## config.mk

```make
export PLATFORM = sky130hd
export DESIGN_NAME = wait_state_controller_flat
export DESIGN_NICKNAME = d
export VERILOG_FILES = /design/src/rtl/wait_state_controller_if.sv /design/src/rtl/wait_state_controller.sv /design/src/flat_wrapper.sv
export SDC_FILE = /design/constraint.sdc
export NUM_CORES = 1
export LEC_CHECK = 0
export ABC_CLOCK_PERIOD_IN_PS = 5600
export CAP_MARGIN = 0
export CORE_UTILIZATION = 60
export CTS_CLUSTER_DIAMETER = 40
export DETAILED_ROUTE_END_ITERATION = 12
export GPL_ROUTABILITY_DRIVEN = 0
export PLACE_DENSITY_LB_ADDON = 0.2
export SKIP_LAST_GASP = 1
export SLEW_MARGIN = 10
export SYNTH_ARGS = -nofsm -noshare
export SYNTH_HDL_FRONTEND = slang
export SYNTH_SLANG_ARGS = --single-unit
```

## constraint.sdc

```tcl
create_clock -name Clk -period 5.6 [get_ports Clk]
set_clock_uncertainty 0.2 [all_clocks]
set_input_delay 0.56 -clock Clk [delete_from_list [all_inputs] [get_ports Clk]]
set_output_delay 0.56 -clock Clk [all_outputs]
set_load 0.01 [all_outputs]
```

## src/rtl/wait_state_controller_if.sv

```systemverilog
// rtl/wait_state_controller_if.sv - 68k DTACK/BERR bus bundle between CPU side and wait-state controller
// The master side is the CPU/decoder; the slave side is the controller.

interface wait_state_controller_if;
    logic       AS_L;
    logic [3:0] RegionSelect_H;
    logic [3:0] ExtDtack_L;
    logic       ClearStatus_H;
    logic       DtackOut_L;
    logic       BErrOut_L;
    logic       BusTimeout_H;
    logic [2:0] TimeoutRegion;

    modport master (
        output AS_L,
        output RegionSelect_H,
        output ExtDtack_L,
        output ClearStatus_H,
        input  DtackOut_L,
        input  BErrOut_L,
        input  BusTimeout_H,
        input  TimeoutRegion
    );

    modport slave (
        input  AS_L,
        input  RegionSelect_H,
        input  ExtDtack_L,
        input  ClearStatus_H,
        output DtackOut_L,
        output BErrOut_L,
        output BusTimeout_H,
        output TimeoutRegion
    );
endinterface

```

## src/rtl/wait_state_controller.sv

```systemverilog
// rtl/wait_state_controller.sv - per-region wait-state DTACK/BERR sequencer with bus-timeout watchdog
// Region is latched at the strobe edge; DTACK/BERR are registered and released on AS_L negation.

module wait_state_controller #(
    parameter int         WS0            = 0,
    parameter int         WS1            = 0,
    parameter int         WS2            = 2,
    parameter int         WS3            = 4,
    parameter logic [3:0] EXT_MASK       = 4'b0011,
    parameter int         TIMEOUT_CYCLES = 1023,
    parameter int         CNT_W          = 10
) (
    input  logic                 Clk,
    input  logic                 Reset_L,
    wait_state_controller_if.slave bus
);

    localparam logic [2:0] IDLE    = 3'd0;
    localparam logic [2:0] COUNT   = 3'd1;
    localparam logic [2:0] EXTWAIT = 3'd2;
    localparam logic [2:0] ACK     = 3'd3;
    localparam logic [2:0] BERR    = 3'd4;

    localparam logic [2:0]       REGION_INTERNAL = 3'd4;
    localparam logic [CNT_W-1:0] TO_LAST         = CNT_W'(TIMEOUT_CYCLES - 1);
    localparam logic [CNT_W-1:0] WAIT_ONE        = CNT_W'(1);

    logic [2:0]       state;
    logic [2:0]       region;
    logic [2:0]       selRegion;
    logic [2:0]       timeoutRegion;
    logic [CNT_W-1:0] waitCnt;
    logic [CNT_W-1:0] toCnt;
    logic [CNT_W-1:0] selWs;
    logic             selExt;
    logic             dtackReg;
    logic             berrReg;
    logic             busTimeout;
    logic             extDtackSel;
    logic             extAck;
    logic             timeoutHit;

    // Lowest-index select wins when the decoder asserts more than one region.
    always_comb begin
        selRegion = REGION_INTERNAL;
        if (bus.RegionSelect_H[0]) begin
            selRegion = 3'd0;
        end else if (bus.RegionSelect_H[1]) begin
            selRegion = 3'd1;
        end else if (bus.RegionSelect_H[2]) begin
            selRegion = 3'd2;
        end else if (bus.RegionSelect_H[3]) begin
            selRegion = 3'd3;
        end
    end

    always_comb begin
        selWs  = '0;
        selExt = 1'b0;
        case (selRegion)
            3'd0: begin
                selWs  = CNT_W'(WS0);
                selExt = EXT_MASK[0];
            end
            3'd1: begin
                selWs  = CNT_W'(WS1);
                selExt = EXT_MASK[1];
            end
            3'd2: begin
                selWs  = CNT_W'(WS2);
                selExt = EXT_MASK[2];
            end
            3'd3: begin
                selWs  = CNT_W'(WS3);
                selExt = EXT_MASK[3];
            end
            default: begin
                selWs  = '0;
                selExt = 1'b0;
            end
        endcase
    end

    // A device acknowledge on the timeout edge takes priority over BERR.
    always_comb begin
        extDtackSel = bus.ExtDtack_L[region[1:0]];
        extAck      = (state == EXTWAIT) && !bus.AS_L && !extDtackSel;
        timeoutHit  = (state == EXTWAIT) && !bus.AS_L && extDtackSel && (toCnt == TO_LAST);
    end

    always_ff @(posedge Clk or negedge Reset_L) begin
        if (!Reset_L) begin
            state    <= IDLE;
            region   <= REGION_INTERNAL;
            waitCnt  <= '0;
            toCnt    <= '0;
            dtackReg <= 1'b1;
            berrReg  <= 1'b1;
        end else begin
            case (state)
                IDLE: begin
                    if (!bus.AS_L) begin
                        region <= selRegion;
                        toCnt  <= '0;
                        if (selExt) begin
                            state <= EXTWAIT;
                        end else if (selWs == '0) begin
                            state    <= ACK;
                            dtackReg <= 1'b0;
                        end else begin
                            state   <= COUNT;
                            waitCnt <= selWs;
                        end
                    end
                end
                COUNT: begin
                    waitCnt <= waitCnt - WAIT_ONE;
                    if (bus.AS_L) begin
                        state <= IDLE;
                    end else if (waitCnt == WAIT_ONE) begin
                        state    <= ACK;
                        dtackReg <= 1'b0;
                    end
                end
                EXTWAIT: begin
                    if (bus.AS_L) begin
                        state <= IDLE;
                    end else if (extAck) begin
                        state    <= ACK;
                        dtackReg <= 1'b0;
                    end else if (timeoutHit) begin
                        state   <= BERR;
                        berrReg <= 1'b0;
                    end else begin
                        toCnt <= toCnt + WAIT_ONE;
                    end
                end
                ACK: begin
                    if (bus.AS_L) begin
                        state    <= IDLE;
                        dtackReg <= 1'b1;
                    end
                end
                BERR: begin
                    if (bus.AS_L) begin
                        state   <= IDLE;
                        berrReg <= 1'b1;
                    end
                end
                default: begin
                    state    <= IDLE;
                    dtackReg <= 1'b1;
                    berrReg  <= 1'b1;
                end
            endcase
        end
    end

    // Sticky status: a timeout on the same edge as a clear leaves the flag set.
    always_ff @(posedge Clk or negedge Reset_L) begin
        if (!Reset_L) begin
            busTimeout    <= 1'b0;
            timeoutRegion <= REGION_INTERNAL;
        end else if (timeoutHit) begin
            busTimeout    <= 1'b1;
            timeoutRegion <= region;
        end else if (bus.ClearStatus_H) begin
            busTimeout <= 1'b0;
        end
    end

    assign bus.DtackOut_L    = dtackReg;
    assign bus.BErrOut_L     = berrReg;
    assign bus.BusTimeout_H  = busTimeout;
    assign bus.TimeoutRegion = timeoutRegion;

endmodule

```

## src/flat_wrapper.sv

```systemverilog
// flat-port wrapper written by rule: the top's interface ports become plain ports
module wait_state_controller_flat 
#(
    parameter int         WS0            = 0,
    parameter int         WS1            = 0,
    parameter int         WS2            = 2,
    parameter int         WS3            = 4,
    parameter logic [3:0] EXT_MASK       = 4'b0011,
    parameter int         TIMEOUT_CYCLES = 1023,
    parameter int         CNT_W          = 10
)
  (Clk, Reset_L, bus_AS_L, bus_RegionSelect_H, bus_ExtDtack_L, bus_ClearStatus_H, bus_DtackOut_L, bus_BErrOut_L, bus_BusTimeout_H, bus_TimeoutRegion);
  wait_state_controller_if bus_i ();
  input  logic Clk;
  input  logic Reset_L;
  input wire logic [$bits(bus_i.AS_L)-1:0] bus_AS_L;
  input wire logic [$bits(bus_i.RegionSelect_H)-1:0] bus_RegionSelect_H;
  input wire logic [$bits(bus_i.ExtDtack_L)-1:0] bus_ExtDtack_L;
  input wire logic [$bits(bus_i.ClearStatus_H)-1:0] bus_ClearStatus_H;
  output wire logic [$bits(bus_i.DtackOut_L)-1:0] bus_DtackOut_L;
  output wire logic [$bits(bus_i.BErrOut_L)-1:0] bus_BErrOut_L;
  output wire logic [$bits(bus_i.BusTimeout_H)-1:0] bus_BusTimeout_H;
  output wire logic [$bits(bus_i.TimeoutRegion)-1:0] bus_TimeoutRegion;
  assign bus_i.AS_L = bus_AS_L;
  assign bus_i.RegionSelect_H = bus_RegionSelect_H;
  assign bus_i.ExtDtack_L = bus_ExtDtack_L;
  assign bus_i.ClearStatus_H = bus_ClearStatus_H;
  assign bus_DtackOut_L = bus_i.DtackOut_L;
  assign bus_BErrOut_L = bus_i.BErrOut_L;
  assign bus_BusTimeout_H = bus_i.BusTimeout_H;
  assign bus_TimeoutRegion = bus_i.TimeoutRegion;
  wait_state_controller #(.WS0(WS0), .WS1(WS1), .WS2(WS2), .WS3(WS3), .EXT_MASK(EXT_MASK), .TIMEOUT_CYCLES(TIMEOUT_CYCLES), .CNT_W(CNT_W)) u_core (.Clk(Clk), .Reset_L(Reset_L), .bus(bus_i));
endmodule
```

==> results of run 1 <==
stage by stage:
step                      hold WS, ns  instances  cell area, um^2  total power, uW   util
after floorplan                0.0644        197             1930              601      -
after global placement          0.263        249             2080              668  0.682
after detailed placement        0.276        249             2080              690  0.682
after CTS                       0.288        257             2150              843  0.705
after global routing            0.317        257             2150              898  0.705
final                           0.291        257             2150              842  0.705
metal layers:
layer / share of wire / vias up
met5: 0 / -
li1: - / 779
met1: 0.42 / 800
met2: 0.51 / 66
met4: 0.012 / 0
met3: 0.056 / 7
power groups by stage:
stage,registers [uW],logic (uW),clock network (uW)
floorplan,364,237,0
global placement,389,278,0
detailed placement,395,295,0
CTS,390,296,157
global route,406,328,164
finish,395,297,151
sequential cells by signal, indices dropped and copies added, names as in the netlist:
signal and flops:
u_core.bus.BErrOut_L 1, u_core.bus.BusTimeout_H 1, u_core.bus.DtackOut_L 1, u_core.bus.TimeoutRegion 3, u_core.region 3, u_core.state 3
u_core.toCnt 10, u_core.waitCnt 10
synth_stat cells, types with 2 or more instances:
master	number	share of area
nor3_1	10	0.026
o31a_1	4	0.018
nand3_1	8	0.021
buf_6	3	0.018
o41ai_1	7	0.032
dfstp_2	4	0.055
a21oi_1	4	0.010
clkbuf_1	2	0.0039
ha_1	4	0.026
nor2_1	15	0.029
nor2b_1	4	0.013
buf_2	3	0.0078
nor4_1	2	0.0065
nor3b_1	3	0.012
o21ai_0	8	0.021
nand2b_1	2	0.0065
o21a_1	3	0.012
or2_2	2	0.0065
or3_1	4	0.013
nand2_1	10	0.019
mux2_2	6	0.035
dfrtp_1	28	0.36
nand4_1	6	0.019
and3_1	5	0.016
a31oi_1	14	0.045
inv_1	10	0.019
mux2i_1	2	0.010
logic make-up (layout without fill, tap and decap cells):
| group | count (synthesis) | after routing | share of synthesized area |
|---|---|---|---|
| multiplexers | 10 | 10 | 0.0630 |
| AO/OA/AOI/OAI | 54 | 54 | 0.215 |
| XOR/XNOR | 1 | 1 | 0.00455 |
| AND/OR/NAND/NOR | 76 | 76 | 0.214 |
| buffers and inverters | 20 | 36 | 0.0597 |
| adder cells (fa/ha/maj) | 4 | 4 | 0.0260 |
| flip-flops | 32 | 32 | 0.418 |
worst max-delay path: cells and delay by family (launching register included):
| family | cells | cell delay [ns] |
|---|---|---|
| flip-flops | 1 | 0.81 |
| multiplexers | 1 | 0.36 |
| AND/OR/NAND/NOR | 3 | 1.07 |
layout make-up:
cell class	instances	area, um^2	share of cell area
multi-input cells	145	1010	0.468
repair buffers	18	178	0.0826
inverters	10	37.5	0.0175
well taps	44	55.1	0.0256
flip-flops and latches	32	806	0.375
clock buffers	8	68.8	0.0320
final timing paths:
path	startpoint	to	slack, ns
max	u_core.state[1]$_DFFE_PN0P_	u_core.bus.TimeoutRegion[0]$_DFFE_PN0P_	3.04
min	u_core.waitCnt[9]$_DFFE_PN0P_	u_core.waitCnt[9]$_DFFE_PN0P_	0.29
max reg2reg	u_core.state[1]$_DFFE_PN0P_	u_core.bus.TimeoutRegion[0]$_DFFE_PN0P_	3.04
min reg2reg	u_core.waitCnt[9]$_DFFE_PN0P_	u_core.waitCnt[9]$_DFFE_PN0P_	0.29
max in group asynchronous	Reset_L	u_core.bus.BErrOut_L$_DFFE_PN1P_	4.45
min in group asynchronous	Reset_L	u_core.toCnt[3]$_DFFE_PN0P_	0.39
==> metrics.txt, run 1 <==
leakage 0.000870 uW; Port-buffer cells 17; Seq pwr share 0.469; die area roughly 3400 um^2; status completed; min-delay worst type reg -> reg; row count 20; Final WS setup just over 3 ns; max_cap viols 0; cts bufs inserted 5; switching power 334 uW; vias post-DR roughly 1,700; global route overflow 0; Pwr per Cell Area 392 nW/um^2; drt pass-1 iters 4; minimum clock period 2.56 ns; internal power 508 uW; Place WS 2.97 ns; ANT nets after route 0; vias in the first global route 1,645; largest net degree at the start of global routing 33; initial antenna violation count 0; Synth cell types 51; Final setup viols 0; average size of a mapped cell 9.78 um^2; synth warn 0; overall routing resource usage 0.280; worst slew pin tran 0.753 ns; final hold vios 0; nets 228; CTS tree done; Die Span X 58.7 um; Setup crit end kind flop; grt met3 use 0.0747; post-CTS resize count 0; first-pass GRT wire length just over 7000 um; Syn Nets 213; Reg2Reg Depth 4; Starting Density 0.631; clock network power share 0.179; Syn Inst Count 197; worst vdd ir 0.000295 V; drt total wl 4340 um; commonest non-fill, non-tap cell in the layout dfrtp_1; DP Wirelength 3070 um; Post-synth EDFFs 0; crit path launch type flop; GR Util met2 0.471; WHS Path Cells 1; Clk pin slew, worst setup/hold paths 0.09 ns; Worst Path Required ~5.6 ns; hold_buf cts 0; Die Y roughly 59 um; later-pin clock latency in the skew report 0.34 ns; Area growth syn-to-layout 11.6%; Worst slew margin 0.497; Slowest cell on crit path dfrtp_1; Detailed Route Iter0 Violations 87; WP data arrival 2.58 ns; post-synthesis sequential area ratio 0.418; Top FF cell, synth dfrtp_1; share of cells above drive strength 1 0.136; Avg WL per Cell 16.9 um; RSZ-0062 raised after global routing false; most frequent cells in the layout dfrtp_1 (28), clkdlybuf4s50_1 (17), nor2_1 (15); H-tree levels 2; most used routing layer met2; CP max stage delay 0.81 ns; ANT cells 0; Vias/cell 6.43; clock sinks 32; crit path kind reg -> reg; Remaining DRCs 0; setup TNS 0 ns; core area about 3100 um^2; clock root buffer clkbuf_4; final cycle utilization of the critical path 0.457; Mapped Area 1930 um^2; Post-synth ARST share 1.00; flops & latches, synth 32; Post-CTS Setup Bufs 0; Ports 18; sw frac 0.396; crit-path max FO 22; Global Route met1 Usage 0.339; CP Cell Sequence nand2b_1 > or3_1 > nor2_1 > mux2_2; clock buffer depth 2; Achievable Freq 391 MHz; Fillers 240; Final Max Tran Viols 0; combinational power share 0.352
Power figures use the tool's default switching activity.
==> run 2: changes to the inputs <==
Settings changed: ABC_CLOCK_PERIOD_IN_PS 5600 to 2100, CORE_UTILIZATION 60 to 51.
Clock period 5.6 ns to 2.1 ns, I/O delays scaled along.
==> metrics.txt, run 2 (synthesized netlist as in run 1, its figures left out) <==
status completed; switching power 936 uW (+180%); H-tree levels 2 (unchanged); R2R Setup Slk 0.07 ns (-2.97 ns); WP data arrival 2.01 ns (-0.57 ns); Remaining DRCs 0 (unchanged); Place WS -0.0973 ns (-3.07 ns); Area growth syn-to-layout 22.1%; largest net degree at the start of global routing 33 (unchanged); internal power 1530 uW (+200%); crit path launch type flop; Avg WL per Cell 16.4 um (-2.7%); ANT nets after route 0 (unchanged); min-delay worst type in -> async; most frequent cells in the layout dfrtp_1 (28), buf_4 (24), clkdlybuf4s50_1 (17); combinational power share 0.395 (+0.043); Final WS setup 0.0677 ns (-2.97 ns); Final Max Tran Viols 0 (unchanged); Vias/cell 6.28 (-2.4%); sw frac 0.379 (-0.0176); Reg2Reg Depth 4 (unchanged); worst slew pin tran 0.541 ns (-0.211 ns); first-pass GRT wire length 7820 um (+8.6%); initial antenna violation count 0 (unchanged); drt pass-1 iters 5 (+1); fin util 0.679 (-0.0259); max_cap viols 0 (unchanged); Ports 18 (unchanged); Clk pin slew, worst setup/hold paths 0.07 ns (-0.02 ns); crit path kind reg -> reg; Pwr per Cell Area 1050 nW/um^2 (+170%); Port-buffer cells 17 (unchanged); global route overflow 0 (unchanged); overall routing resource usage 0.255 (-0.0244); drt total wl 4630 um (+6.7%); nets 251 (+10%); Die Span X 63.5 um (+8.2%); vias in the first global route 1,636 (-0.55%); leakage 0.000999 uW (+15%); commonest non-fill, non-tap cell in the layout dfrtp_1; Crit Reg-Reg Endpoint u_core.bus.TimeoutRegion[0]$_DFFE_PN0P_; worst vdd ir 0.000889 V (+200%); clock sinks 32 (unchanged); vias post-DR 1,770 (+7.1%); core area 3470 um^2 (+14%); clock root buffer clkbuf_8; Power Total 2470 uW (+190%); Worst slew margin 0.636 (+0.139); clock network power share 0.203 (+0.024); Die Y 63.5 um (+8.2%); share of cells above drive strength 1 0.229 (+0.0927); Setup crit end kind flop; Seq pwr share 0.403 (-0.066); ANT cells 0 (unchanged); final cycle utilization of the critical path 0.968 (+0.511); final hold vios 0 (unchanged); die area 4030 um^2 (+17%); hold_buf cts 0 (unchanged); Final setup viols 0 (unchanged); later-pin clock latency in the skew report 0.29 ns (-0.05 ns); row count 21 (+5.0%); cts bufs inserted 5 (unchanged); minimum clock period 2.03 ns (-0.525 ns); Top Registers u_core.toCnt: 10 flops, u_core.waitCnt: 10 flops; CTS tree done; Achievable Freq 492 MHz (+26%); Starting Density 0.556 (-0.0756); crit-path max FO 5 (-77%); clock buffer depth 2 (unchanged); DP Wirelength 3320 um (+8.1%); Worst R2R Start u_core.region[0]$_DFFE_PN0P_; setup TNS 0 ns (unchanged); Detailed Route Iter0 Violations 179 (+110%); Worst Path Required 2.07 ns (-3.55 ns)
run 2: metal layers:
| layer | part of all wire | GRT usage | routed length (um) |
|---|---|---|---|
| met1 | 0.42 | 0.331 | 1940 |
| met2 | 0.49 | 0.398 | 2260 |
| met3 | 0.071 | 0.0725 | 331 |
| met4 | 0.021 | 0.105 | 97 |
| met5 | 0 | 0 | 0 |
run 2: power groups by stage:
stage	clock network (uW)	logic (uW)	registers (uW)
2_1_floorplan	0	633	970
3_3_place_gp	0	900	989
3_5_place_dp	0	939	997
4_1_cts	507	943	990
5_1_grt	534	1070	1020
6_report	500	974	995
run 2: worst max-delay path by stage:
stage | cells past startpoint | slack [ns] | endpoint | startpoint
3_5_place_dp | 5 | -0.1 | u_core.bus.TimeoutRegion[0]$_DFFE_PN0P_ | bus_ExtDtack_L[3]
6_report | 4 | 0.07 | u_core.bus.TimeoutRegion[0]$_DFFE_PN0P_ | u_core.region[0]$_DFFE_PN0P_
3_3_place_gp | 5 | 0.04 | u_core.bus.TimeoutRegion[0]$_DFFE_PN0P_ | bus_ExtDtack_L[0]
5_1_grt | 6 | -0.000007 | u_core.state[1]$_DFFE_PN0P_ | u_core.waitCnt[1]$_DFFE_PN0P_
4_1_cts | 6 | 0.04 | u_core.state[1]$_DFFE_PN0P_ | u_core.waitCnt[1]$_DFFE_PN0P_
2_1_floorplan | 6 | 0.16 | u_core.state[1]$_DFFE_PN0P_ | u_core.waitCnt[1]$_DFFE_PN0P_
run 2: critical path, stage by stage, from the launching register on:
cell	delay, ns
dfrtp_1	0.41
mux4_2	0.43
nand4_1	0.20
nor2_1	0.30
mux2_2	0.38
run 2: final cells by class:
class | count | area (um^2)
Fill cell | 277 | 1110
Multi-Input combinational cell | 145 | 1010
Sequential cell | 32 | 806
Timing Repair Buffer | 41 | 350
Clock buffer | 6 | 82.6
Tap cell | 46 | 57.6
Inverter | 10 | 37.5
Clock inverter | 2 | 10.0
run 2: timing repair:
action                                  in CTS  in global routing
endpoints found under the setup margin       0                  1
buffers inserted                             0                  1
resized for setup                            0                  1
run 2: per-stage QoR:
stage | cell area, um^2 | instances | hold WS [ns]
floorplan | 1930 | 197 | -0.286
global placement | 2250 | 273 | 0.267
global route | 2350 | 282 | 0.161
detailed placement | 2250 | 273 | 0.272
CTS | 2340 | 281 | 0.134
finish | 2350 | 282 | 0.120
==> run 3: changes to the inputs <==
Settings changed: SKIP_CTS_REPAIR_TIMING from default to 1.
==> results of run 3 <==
Final layout, timing and power as in run 2 (identical DEF).
